### config.mk
export PLATFORM = sky130hd
export DESIGN_NAME = gps_time_tx
export DESIGN_NICKNAME = d
export VERILOG_FILES = /design/src/rtl/gps_time_tx_pkg.sv /design/src/rtl/gps_time_tx_uart_tx_byte.sv /design/src/rtl/gps_time_tx.sv
export SDC_FILE = /design/constraint.sdc
export NUM_CORES = 1
export LEC_CHECK = 0
export ABC_AREA = 1
export BUFFER_PORTS_ARGS = -buffer_cell sky130_fd_sc_hd__clkbuf_2
export CAP_MARGIN = 30
export CELL_PAD_IN_SITES_DETAIL_PLACEMENT = 1
export CELL_PAD_IN_SITES_GLOBAL_PLACEMENT = 1
export CORE_MARGIN = 3
export CORE_UTILIZATION = 37
export DETAILED_ROUTE_END_ITERATION = 10
export GPL_ROUTABILITY_DRIVEN = 0
export PLACE_DENSITY_LB_ADDON = 0.08
export SETUP_SLACK_MARGIN = 0.15
export SYNTH_ARGS = -nofsm -noshare
export SYNTH_HDL_FRONTEND = slang
export SYNTH_SLANG_ARGS = --single-unit
export TNS_END_PERCENT = 100
### constraint.sdc
create_clock -name clk -period 5 [get_ports clk]
set_clock_uncertainty 0.1 [all_clocks]
set_input_delay 0.25 -clock clk [delete_from_list [all_inputs] [get_ports clk]]
set_output_delay 0.25 -clock clk [all_outputs]
set_load 0.05 [all_outputs]
### src/rtl/gps_time_tx_pkg.sv
// Shared types and frame layout for the GPS time transmitter.
// frame_byte() maps a byte index to its on-wire value, including the checksum.
package gps_tx_pkg;

  localparam logic [7:0] SYNC0     = 8'hA5;
  localparam logic [7:0] SYNC1     = 8'h5A;
  localparam int         FRAME_LEN = 10;

  typedef enum logic [1:0] {
    IDLE  = 2'd0,
    START = 2'd1,
    DATA  = 2'd2,
    STOP  = 2'd3
  } state_t;

  typedef struct packed {
    logic [15:0] year;
    logic [7:0]  month;
    logic [7:0]  day;
    logic [7:0]  hour;
    logic [7:0]  minute;
    logic [7:0]  second;
  } snap_t;

  function automatic logic [7:0] frame_byte(input logic [3:0] idx, input snap_t s);
    logic [7:0] b;
    case (idx)
      4'd0:    b = SYNC0;
      4'd1:    b = SYNC1;
      4'd2:    b = s.year[15:8];
      4'd3:    b = s.year[7:0];
      4'd4:    b = s.month;
      4'd5:    b = s.day;
      4'd6:    b = s.hour;
      4'd7:    b = s.minute;
      4'd8:    b = s.second;
      // modulo-256 sum of the payload bytes
      4'd9:    b = s.year[15:8] + s.year[7:0] + s.month + s.day + s.hour + s.minute + s.second;
      default: b = 8'hFF;
    endcase
    return b;
  endfunction

endpackage

### src/rtl/gps_time_tx_uart_tx_byte.sv
// 8N1 byte serializer with a valid/ready handshake.
// ready rises in the final stop-bit cycle so back-to-back bytes leave no idle gap.
module uart_tx_byte
  import gps_tx_pkg::*;
#(
  parameter int CLKS_PER_BIT = 10
) (
  input  logic       clk,
  input  logic       resetn,
  input  logic       valid,
  input  logic [7:0] data,
  output logic       ready,
  output logic       txd
);

  localparam int CNT_W = $clog2(CLKS_PER_BIT);

  state_t           state_r, state_nxt_s;
  logic [CNT_W-1:0] cnt_r, cnt_nxt_s;
  logic [2:0]       bit_r, bit_nxt_s;
  logic [7:0]       sh_r, sh_nxt_s;
  logic             txd_r, txd_nxt_s;
  logic             bit_end_s;

  assign bit_end_s = (cnt_r == CNT_W'(CLKS_PER_BIT - 1));
  assign ready     = (state_r == IDLE) || ((state_r == STOP) && bit_end_s);
  assign txd       = txd_r;

  // Line state register
  always_ff @(posedge clk) begin
    if (!resetn) begin
      state_r <= IDLE;
      cnt_r   <= {CNT_W{1'b0}};
      bit_r   <= 3'd0;
      sh_r    <= 8'd0;
      txd_r   <= 1'b1;
    end else begin
      state_r <= state_nxt_s;
      cnt_r   <= cnt_nxt_s;
      bit_r   <= bit_nxt_s;
      sh_r    <= sh_nxt_s;
      txd_r   <= txd_nxt_s;
    end
  end

  // Bit timing and next line level
  always_comb begin
    state_nxt_s = state_r;
    cnt_nxt_s   = cnt_r;
    bit_nxt_s   = bit_r;
    sh_nxt_s    = sh_r;
    txd_nxt_s   = txd_r;
    if (valid && ready) begin
      state_nxt_s = START;
      cnt_nxt_s   = {CNT_W{1'b0}};
      bit_nxt_s   = 3'd0;
      sh_nxt_s    = data;
      txd_nxt_s   = 1'b0;
    end else begin
      case (state_r)
        IDLE: begin
          txd_nxt_s = 1'b1;
        end
        START: begin
          if (bit_end_s) begin
            state_nxt_s = DATA;
            cnt_nxt_s   = {CNT_W{1'b0}};
            txd_nxt_s   = sh_r[0];
          end else begin
            cnt_nxt_s = cnt_r + CNT_W'(1);
          end
        end
        DATA: begin
          if (bit_end_s) begin
            cnt_nxt_s = {CNT_W{1'b0}};
            if (bit_r == 3'd7) begin
              state_nxt_s = STOP;
              txd_nxt_s   = 1'b1;
            end else begin
              bit_nxt_s = bit_r + 3'd1;
              sh_nxt_s  = {1'b0, sh_r[7:1]};
              txd_nxt_s = sh_r[1];
            end
          end else begin
            cnt_nxt_s = cnt_r + CNT_W'(1);
          end
        end
        STOP: begin
          if (bit_end_s) begin
            state_nxt_s = IDLE;
            cnt_nxt_s   = {CNT_W{1'b0}};
            txd_nxt_s   = 1'b1;
          end else begin
            cnt_nxt_s = cnt_r + CNT_W'(1);
          end
        end
        default: begin
          state_nxt_s = IDLE;
          txd_nxt_s   = 1'b1;
        end
      endcase
    end
  end

endmodule

### src/rtl/gps_time_tx.sv
// PPS regeneration plus a 10-byte UART time frame sent on each qualifying pps_in rise.
// A rise landing in the frame's final stop-bit cycle chains straight into a new frame.
module gps_time_tx
  import gps_tx_pkg::*;
#(
  parameter int CLK_HZ        = 100000000,
  parameter int BAUD          = 115200,
  parameter int PPS_WIDTH_CYC = 10000000
) (
  input  logic        clk,
  input  logic        resetn,
  input  logic        en,
  input  logic        pps_in,
  input  logic [31:0] year_in,
  input  logic [31:0] month_in,
  input  logic [31:0] day_in,
  input  logic [31:0] hour_in,
  input  logic [31:0] minute_in,
  input  logic [31:0] second_in,
  output logic        pps_out,
  output logic        txd,
  output logic        busy,
  output logic        frame_done,
  output logic        overrun
);

  localparam int CLKS_PER_BIT = CLK_HZ / BAUD;
  localparam int PPS_W        = $clog2(PPS_WIDTH_CYC + 1);

  logic             pps_q_r, busy_r, overrun_r, pps_out_r;
  logic [3:0]       idx_r;
  snap_t            snap_r;
  logic [PPS_W-1:0] pps_cnt_r, pps_cnt_nxt_s;
  logic             pps_rise_s, frame_end_s, start_s, ovr_nxt_s;
  logic             u_valid_s, u_ready_s;
  logic [7:0]       u_data_s;
  logic             unused_s;

  assign unused_s = ^{year_in[31:16], month_in[31:8], day_in[31:8],
                      hour_in[31:8], minute_in[31:8], second_in[31:8]};

  assign pps_out    = pps_out_r;
  assign busy       = busy_r;
  assign overrun    = overrun_r;
  assign frame_done = frame_end_s;

  // Edge qualification, byte feed and pulse counter next value
  always_comb begin
    pps_rise_s    = pps_in & ~pps_q_r;
    frame_end_s   = busy_r & (idx_r == 4'd10) & u_ready_s;
    start_s       = pps_rise_s & en & (~busy_r | frame_end_s);
    ovr_nxt_s     = pps_rise_s & en & busy_r & ~frame_end_s;
    u_valid_s     = start_s | (busy_r & (idx_r < 4'd10));
    u_data_s      = 8'hFF;
    pps_cnt_nxt_s = pps_cnt_r;
    if (start_s) begin
      u_data_s = frame_byte(4'd0, snap_r);
    end else begin
      u_data_s = frame_byte(idx_r, snap_r);
    end
    if (pps_rise_s && en) begin
      pps_cnt_nxt_s = PPS_W'(PPS_WIDTH_CYC);
    end else if (pps_cnt_r != {PPS_W{1'b0}}) begin
      pps_cnt_nxt_s = pps_cnt_r - PPS_W'(1);
    end else begin
      pps_cnt_nxt_s = pps_cnt_r;
    end
  end

  // Snapshot, byte index, pulse and flag registers
  always_ff @(posedge clk) begin
    if (!resetn) begin
      pps_q_r   <= 1'b0;
      busy_r    <= 1'b0;
      overrun_r <= 1'b0;
      pps_out_r <= 1'b0;
      idx_r     <= 4'd0;
      snap_r    <= '0;
      pps_cnt_r <= {PPS_W{1'b0}};
    end else begin
      pps_q_r   <= pps_in;
      overrun_r <= ovr_nxt_s;
      pps_cnt_r <= pps_cnt_nxt_s;
      pps_out_r <= (pps_cnt_nxt_s != {PPS_W{1'b0}});
      if (start_s) begin
        snap_r <= {year_in[15:0], month_in[7:0], day_in[7:0],
                   hour_in[7:0], minute_in[7:0], second_in[7:0]};
        busy_r <= 1'b1;
        idx_r  <= 4'd1;
      end else if (frame_end_s) begin
        busy_r <= 1'b0;
        idx_r  <= 4'd0;
      end else if (u_valid_s && u_ready_s) begin
        idx_r <= idx_r + 4'd1;
      end else begin
        idx_r <= idx_r;
      end
    end
  end

  uart_tx_byte #(.CLKS_PER_BIT(CLKS_PER_BIT)) u_uart (
    .clk    (clk),
    .resetn (resetn),
    .valid  (u_valid_s),
    .data   (u_data_s),
    .ready  (u_ready_s),
    .txd    (txd)
  );

endmodule

# ---- Yosys cells after proc, flatten, opt, wreduce, memory -nomap -nowiden
# Cells that the tools add are included.
dict set report totals {
  register_bits 112
  output_inout_bits 5
}
dict set report classes {
  add_sub_neg 10
  magnitude_cmp 1
  eq_ne 24
  muxes 26
  bitwise_logic 15
  reduce_logical 22
}
# operator count
set op_table {}
lappend op_table {{$pmux W8 S10} 1}
lappend op_table {{$add A8 B8 Y8} 6}
lappend op_table {{$mux W24} 2}
lappend op_table {{$reduce_bool A24 Y1} 2}
lappend op_table {{$mux W8} 5}
lappend op_table {{$sub A24 B1 Y24 const B} 1}
lappend op_table {{$eq A4 B3 Y1 const B} 4}
lappend op_table {{$eq A4 B4 Y1 const B} 3}
lappend op_table {{$ne A3 B2 Y1 const B} 4}
lappend op_table {{$mux W1} 11}
lappend op_table {{$add A10 B1 Y10 const B} 1}
lappend op_table {{$eq A10 B10 Y1 const B} 1}
lappend op_table {{$mux W10} 1}
lappend op_table {{$reduce_and A5 Y1} 2}
lappend op_table {{$reduce_and A3 Y1} 3}
lappend op_table {{$and A1 B1 Y1} 8}
lappend op_table {{$eq A4 B2 Y1 const B} 2}
lappend op_table {{$mux W2} 4}
lappend op_table {{$ne A2 B1 Y1 const B} 4}
lappend op_table {{$pmux W2 S3} 1}
lappend op_table {{$reduce_bool A2 Y1} 3}
lappend op_table {{$reduce_bool A3 Y1} 2}
lappend op_table {{$reduce_or A3 Y1} 2}
lappend op_table {{$not A1 Y1} 5}
lappend op_table {{other kinds (16)} 20}

# ---- Longest topological paths before layout
# Gate-level depths: netlist of the first run.
dict set report logic_depth {
  depth_word 11
  ltp_mapped 18
}

# ---- Modules after synthesis
# A second synthesis of the first run with hierarchy kept.
dict set report unflattened {
  cells_unflattened 972
  hier_area_um2 7119.3
}
# mod n_inst cells_per_inst area_each_um2 seq_area_each_um2
set modules_own_cells {}
lappend modules_own_cells {gps_time_tx 1 777 5679.2 1761.7}
lappend modules_own_cells {uart_tx_byte 1 195 1440.1 480.5}

# ---- Least setup slack after synthesis of the first run
# OpenSTA, ideal clock, no wires.
dict set report synth_timing {
  kind {flip-flop to flip-flop}
  from {register snap_r[2] in the netlist's numbering}
  to {register u_uart.sh_r[7]}
  t_arrival_ps 3844
  slack_ps 985
  stages_incl_launch_ff 19
  n_path_buf 0
  path_cell_list {dfxtp_1 > inv_1 > fa_1 > inv_1 > fa_1 > fa_1 > inv_1 > fa_1 > inv_1 > fa_1 > nand3_1 > nand3_1 > a21o_1 > a21oi_1 > o21bai_1 > nand3_1 > nand2_1 > nand2_1 > a21oi_1}
}
dict set report synth_between {
  elab_chain_len 4
}
# element line_no
set synth_lines {}
lappend synth_lines {{start: declaration} gps_time_tx.sv:32} ;# snap_t snap_r;
lappend synth_lines {{start signal: assignment} gps_time_tx.sv:86} ;# snap_r <= {year_in[15:0], month_in[7:0], day_in[7:0],
lappend synth_lines {{$add A8 B8 Y8} gps_time_tx_pkg.sv:38} ;# 4'd9: b = s.year[15:8] + s.year[7:0] + s.month + s.day + s.hour + s.minute + s.second;
lappend synth_lines {{$pmux W8 S10} gps_time_tx_pkg.sv:27} ;# case (idx)
lappend synth_lines {{$mux W8} gps_time_tx.sv:56} ;# if (start_s) begin
lappend synth_lines {{$mux W8} gps_time_tx_uart_tx_byte.sv:53} ;# if (valid && ready) begin
lappend synth_lines {{end signal: assignment} gps_time_tx_uart_tx_byte.sv:41} ;# sh_r <= sh_nxt_s;
lappend synth_lines {{end: declaration} gps_time_tx_uart_tx_byte.sv:21} ;# logic [7:0] sh_r, sh_nxt_s;
# Every way passes these cells.
# A chain may end at the register's enable or synchronous reset.

# ---- Worst setup path in the final report of the first run
# Same ends and word-level chain as after synthesis.

==> results of run 1 <==
[kinds of logic (layout without fill, tap and decap cells)]
group | count (synthesis) | count (layout)
and+or+nand+nor | 338 | 338
AOI/OAI and AO/OA | 189 | 189
buffers and inverters | 158 | 214
xor gates and xnor gates | 32 | 32
DFF | 112 | 112
adders and majority gates | 57 | 57
[final timing paths]
| kind | startpoint | to | slack [ns] |
|---|---|---|---|
| worst max-delay path | snap_r[2] | u_uart.sh_r[7] | 0.59 |
| worst min-delay path | year_in[7] | snap_r[47] | 0.03 |
| worst max register to register | snap_r[2] | u_uart.sh_r[7] | 0.59 |
| worst min register to register | u_uart.sh_r[7] | u_uart.sh_r[7] | 0.37 |
[worst max-delay path: cells and delay by family, from the launching register on]
family | cells | cell delay, ns
simple gates | 5 | 0.47
buf+inv | 4 | 0.26
flops | 1 | 0.31
fa+ha+maj | 5 | 2.57
compound gates | 4 | 0.63
[cell usage in the layout, fill, tap and decap left out, types with 25 or more instances in the layout]
cell	count
clkbuf_2	64
nand2_1	98
o21ai_0	56
nand3_1	51
dfxtp_1	112
inv_1	122
ha_1	25
nor2_1	136
o21ai_1	29
a21oi_1	64
fa_1	32
[routing by layer]
metal	track usage, %	vias up	part of all wire (%)
met2	35.5	77	51
met4	4.49	0	1.7
li1	-	2983	-
met3	3.81	22	2.8
met1	23.5	2829	44
met5	0	-	0
[through the flow]
step	instance area [sq um]	util, %	setup slack, ns	instances
after floorplan	6770	-	0.985	886
after global placement	7260	41.2	0.694	1150
after detailed placement	7260	41.2	0.603	1150
after CTS	7570	43.0	0.589	1167
after global routing	7570	43.0	0.371	1167
final	7570	43.0	0.594	1167
[layout make-up]
| class | count | area share (%) |
|---|---|---|
| multi-input combinational | 616 | 51.4 |
| sequential | 112 | 29.6 |
| inverter | 131 | 6.66 |
| timing repair buffer | 67 | 4.56 |
| tap | 225 | 3.72 |
| clock buffer | 10 | 3.16 |
| clock inverter | 6 | 0.892 |
[power by group through the flow]
stage	logic, mW	registers, mW	clock network [mW]
5_1_grt	2.01	1.20	0.817
2_1_floorplan	1.35	1.17	0
4_1_cts	1.78	1.17	0.782
3_3_place_gp	1.70	1.18	0
3_5_place_dp	1.76	1.19	0
6_report	1.76	1.17	0.756
[sequential cells by signal, summed over array words and instances (netlist names), 2 cells and up]
name            cells
idx_r               4
u_uart.cnt_r       10
snap_r             56
u_uart.state_r      2
u_uart.bit_r        3
pps_cnt_r          24
u_uart.sh_r         8
==> reports/results.ini, run 1 <==
[status]
outcome = complete, no violations

[place]
dp_hpwl_mm = 14.7
io_buffers = 64

[route]
finalWirelength_mm = 18.8
wire_per_inst_um = 16.1
drc = 0
dr_total_vias = 5911
drt_iter0_markers = 269
viasPerCell = 5.07
postRouteAntennaNets = 0
drtPass1Iterations = 4

[worst_hold_path]
whs_path_depth = 3
hold_class = input port to flip-flop

[clock_network]
clk_pin_slew_ns = 0.08
cts_max_level = 3
numCtsBuffers = 9
postCtsSetupBuffers = 0
clk_latency_ns = 0.36
root_buffer = clkbuf_16
clkSinkCount = 112
clockBufferDepth = 2
cts_tree = built
holdBufCountCts = 1
cts_resized = 0

[pwr]
netSwitchingFraction_pct = 43.9
seq_power_share_pct = 31.8
share_comb_of_total_power_pct = 47.7
power.internal_mw = 2.07
switching_power_mw = 1.62
cellPowerDensity_nw_per_um2 = 488
pwr-share-clk_pct = 20.5
leakage_nw = 3.32
ir_drop_uv = 212
finalPower_mw = 3.69

[die]
core_area_sq_um = 17600
initial_core_util_pct = 38.5
die_w_um = 141
rows = 48
die_area_sq_um = 20000
io_pins = 201
die_h_um = 141

[setup_path]
r2r_cells = 18
worst_ep_arrival_time_ns = 4.60
path_cells = inv_1, fa_1, inv_1, fa_1, fa_1, inv_1, fa_1, inv_1, fa_1, nand3_1, nand3_1, a21o_1, a21oi_1, o21bai_1, nand3_1, nand2_1, nand2_1, a21oi_1
required_ns = 5.19
crit_top_cell = fa_1
worstPathMaxFanout = 3
cp-start-kind = flip-flop
slowest_delay_ns = 0.55
path_class = flip-flop to flip-flop
end_kind = flip-flop
crit_slowest_cell = fa_1

[global_route]
overflow = 0
grt_max_degree = 97
antenna_found_initial = 0
grt_usage_pct = 19.4
grt_first_pass_wirelength_mm = 31.3
grt_pass1_vias = 6298

[yosys]
yosys-top-cells-area = dfxtp_1 (33%), fa_1 (9.5%), nor2_1 (7.5%)
synth_compound_area_share_pct = 15.8
synth-seq-cells = 112
yosysTopAreaCellShare_pct = 33.1
synth_nets = 1139
synth.largest_area_cell = dfxtp_1
synth-simple-area-share_pct = 23.5
synth_ff_type = dfxtp_1
syn_avg_cell_area_sq_um = 7.64
synth_fa_ha_area_share_pct = 14.1
synth-seq-area-share_pct = 33.1
synthCells = 886
synth_xor_area_share_pct = 4.14
synth_area_sq_um = 6770
synth_top_family_by_area = simple AND/OR/NAND/NOR gates
synth_cell_types = 50
synthTopCellsByCount = nor2_1 (136), inv_1 (122), dfxtp_1 (112), nand2_1 (98), a21oi_1 (64)
synth_edf_count = 0
synth-async-reset-ratio_pct = 0
ys_warn_count = 0
synth.most_common_cell = nor2_1
synth.area.mux_share_pct = 0

[sta]
grt_setup_unrepaired = no
fin_crit_ns = 4.41
final-hold-violation-count = 0
worstMarginPinSlew_ns = 0.792
slew_violations = 0
setup_tns_ns = 0
setup_viol = 0
slew_headroom_pct = 46.9
fmax_mhz = 227
whs_ns = 0.0251
fin_crit_sh_pct = 88.1

[final_layout]
drive_above_1_share_pct = 12.5
syn_to_final_growth_pct = 11.8
fillCellCount = 2217
fin_nets = 1190
seq_area_sq_um = 2240
n_antenna_cell = 0
multiInputGateArea_sq_um = 3890

[job]
cap_violations = 0

Note: power is estimated with default switching activity, not from simulation.
==> inputs of run 2 (changes only) <==
--- a/config.mk
+++ b/config.mk
@@ -6,12 +6,13 @@
 export NUM_CORES = 1
 export LEC_CHECK = 0
 export ABC_AREA = 1
-export BUFFER_PORTS_ARGS = -buffer_cell sky130_fd_sc_hd__clkbuf_2
+export BUFFER_PORTS_ARGS = -buffer_cell sky130_fd_sc_hd__buf_2
 export CAP_MARGIN = 30
 export CELL_PAD_IN_SITES_DETAIL_PLACEMENT = 1
 export CELL_PAD_IN_SITES_GLOBAL_PLACEMENT = 1
 export CORE_MARGIN = 3
-export CORE_UTILIZATION = 37
+export CORE_UTILIZATION = 38
+export CTS_BUF_LIST = sky130_fd_sc_hd__clkbuf_8
 export DETAILED_ROUTE_END_ITERATION = 10
 export GPL_ROUTABILITY_DRIVEN = 0
 export PLACE_DENSITY_LB_ADDON = 0.08
==> reports/results.ini, run 2 (synthesis gave the netlist of run 1 again) <==
[status]
outcome = complete, no violations

[pwr]
pwr-share-clk_pct = 15.2
power.internal_mw = 1.87
seq_power_share_pct = 33.9
ir_drop_uv = 184
cellPowerDensity_nw_per_um2 = 449
netSwitchingFraction_pct = 45.8
share_comb_of_total_power_pct = 50.9
leakage_nw = 3.34
switching_power_mw = 1.58

[die]
rows = 48
die_area_sq_um = 19500
initial_core_util_pct = 39.0
core_area_sq_um = 17400
die_h_um = 139
io_pins = 201
die_w_um = 139

[route]
wire_per_inst_um = 15.7
drc = 0
drtPass1Iterations = 4
viasPerCell = 5.10
finalWirelength_mm = 18.7
dr_total_vias = 6069
postRouteAntennaNets = 0
drt_iter0_markers = 193

[setup_path]
r2r_cells = 18
required_ns = 5.24
reg2reg_to = u_uart.sh_r[7]
end_kind = flip-flop
path_class = flip-flop to flip-flop
worstReg2RegStart = snap_r[2]
worstPathMaxFanout = 3
reg2reg_setup_slack_ns = 0.64
worst_ep_arrival_time_ns = 4.60
cp-start-kind = flip-flop

[final_layout]
largest_reg_flops = 56
drive_above_1_share_pct = 12.2
n_antenna_cell = 0
fin_nets = 1214
syn_to_final_growth_pct = 13.6
stdcell_count = 1191
mostFrequentLayoutCells = nor2_1 (136), inv_1 (122), dfxtp_1 (112), nand2_1 (98)
final_common_cell = nor2_1
largestRegisters = snap_r: 56 flops, pps_cnt_r: 24 flops, u_uart.cnt_r: 10 flops
largest-register = snap_r

[global_route]
grt_first_pass_wirelength_mm = 31.2
overflow = 0
grt_usage_pct = 19.6
grt_max_degree = 97
grt_pass1_vias = 6417
antenna_found_initial = 0

[clock_network]
cts_resized = 0
clk_latency_ns = 0.40
numCtsBuffers = 9
clockBufferDepth = 2
holdBufCountCts = 25
postCtsSetupBuffers = 0
cts_max_level = 3
clk_pin_slew_ns = 0.11
root_buffer = clkbuf_8
clkSinkCount = 112
cts_tree = built

[sta]
grt_setup_unrepaired = no
worstMarginPinSlew_ns = 0.767
slew_violations = 0
final-hold-violation-count = 0
slew_headroom_pct = 48.5
setup_viol = 0
fin_crit_sh_pct = 87.3
setup_tns_ns = 0
fin_crit_ns = 4.36
fmax_mhz = 229

[worst_hold_path]
holdPathEnd = snap_r[4]
min-delay-start = second_in[4]
hold_class = input port to flip-flop
whs_path_depth = 3

[place]
dp_hpwl_mm = 14.3
io_buffers = 64
place_inst = 1150

[job]
cap_violations = 0

## run 2: layout make-up
| class | count | area (sq um) |
|---|---|---|
| Inverter | 131 | 504 |
| Tap cell | 225 | 282 |
| Timing Repair Buffer | 91 | 586 |
| Sequential cell | 112 | 2240 |
| Clock buffer | 10 | 138 |
| Fill cell | 2193 | 9670 |
| Multi-Input combinational cell | 616 | 3890 |
| Clock inverter | 6 | 45.0 |
## run 2: critical path, cell delays in order, from the launching register on
cell	delay, ns
dfxtp_1	0.32
inv_1	0.08
fa_1	0.54
inv_1	0.06
fa_1	0.54
fa_1	0.55
inv_1	0.05
fa_1	0.49
inv_1	0.07
fa_1	0.46
nand3_1	0.10
nand3_1	0.11
a21o_1	0.18
a21oi_1	0.16
o21bai_1	0.13
nand3_1	0.11
nand2_1	0.09
nand2_1	0.05
a21oi_1	0.11
## run 2: layer usage
metal | vias to the layer above | share of wire [%] | global-route usage [%]
met5 | - | 0 | 0
li1 | 3025 | - | -
met4 | 0 | 1.3 | 4.58
met1 | 2936 | 43 | 23.2
met2 | 90 | 53 | 36.1
met3 | 18 | 3.2 | 4.40
## run 2: worst max-delay path by stage
stage	endpoint	depth (start not counted)	slack (ns)	start
global placement	u_uart.sh_r[7]	18	0.69	snap_r[2]
detailed placement	u_uart.sh_r[7]	18	0.64	snap_r[2]
floorplan	u_uart.sh_r[7]	18	0.99	snap_r[2]
CTS	u_uart.sh_r[7]	18	0.60	snap_r[2]
global route	u_uart.sh_r[7]	18	0.32	snap_r[2]
finish	u_uart.sh_r[7]	18	0.64	snap_r[2]
## run 2: per-stage QoR
stage          total power [mW]  utilization [%]  hold slack, ns  area (sq um)  setup WS (ns)
3_5_place_dp               2.94             41.8           0.358          7260          0.644
3_3_place_gp               2.88             41.8           0.346          7260          0.689
6_report                   3.46             44.3          0.0265          7690          0.635
2_1_floorplan              2.52                -           0.243          6770          0.985
4_1_cts                    3.50             44.3         0.00131          7690          0.605
5_1_grt                    3.80             44.3          0.0137          7690          0.318
## run 2: power groups by stage
stage,Combinational [mW],Sequential (mW),Clock [mW]
after floorplan,1.35,1.17,0
after global placement,1.70,1.19,0
after detailed placement,1.75,1.19,0
after CTS,1.78,1.17,0.553
after global routing,2.03,1.19,0.583
final,1.76,1.17,0.525
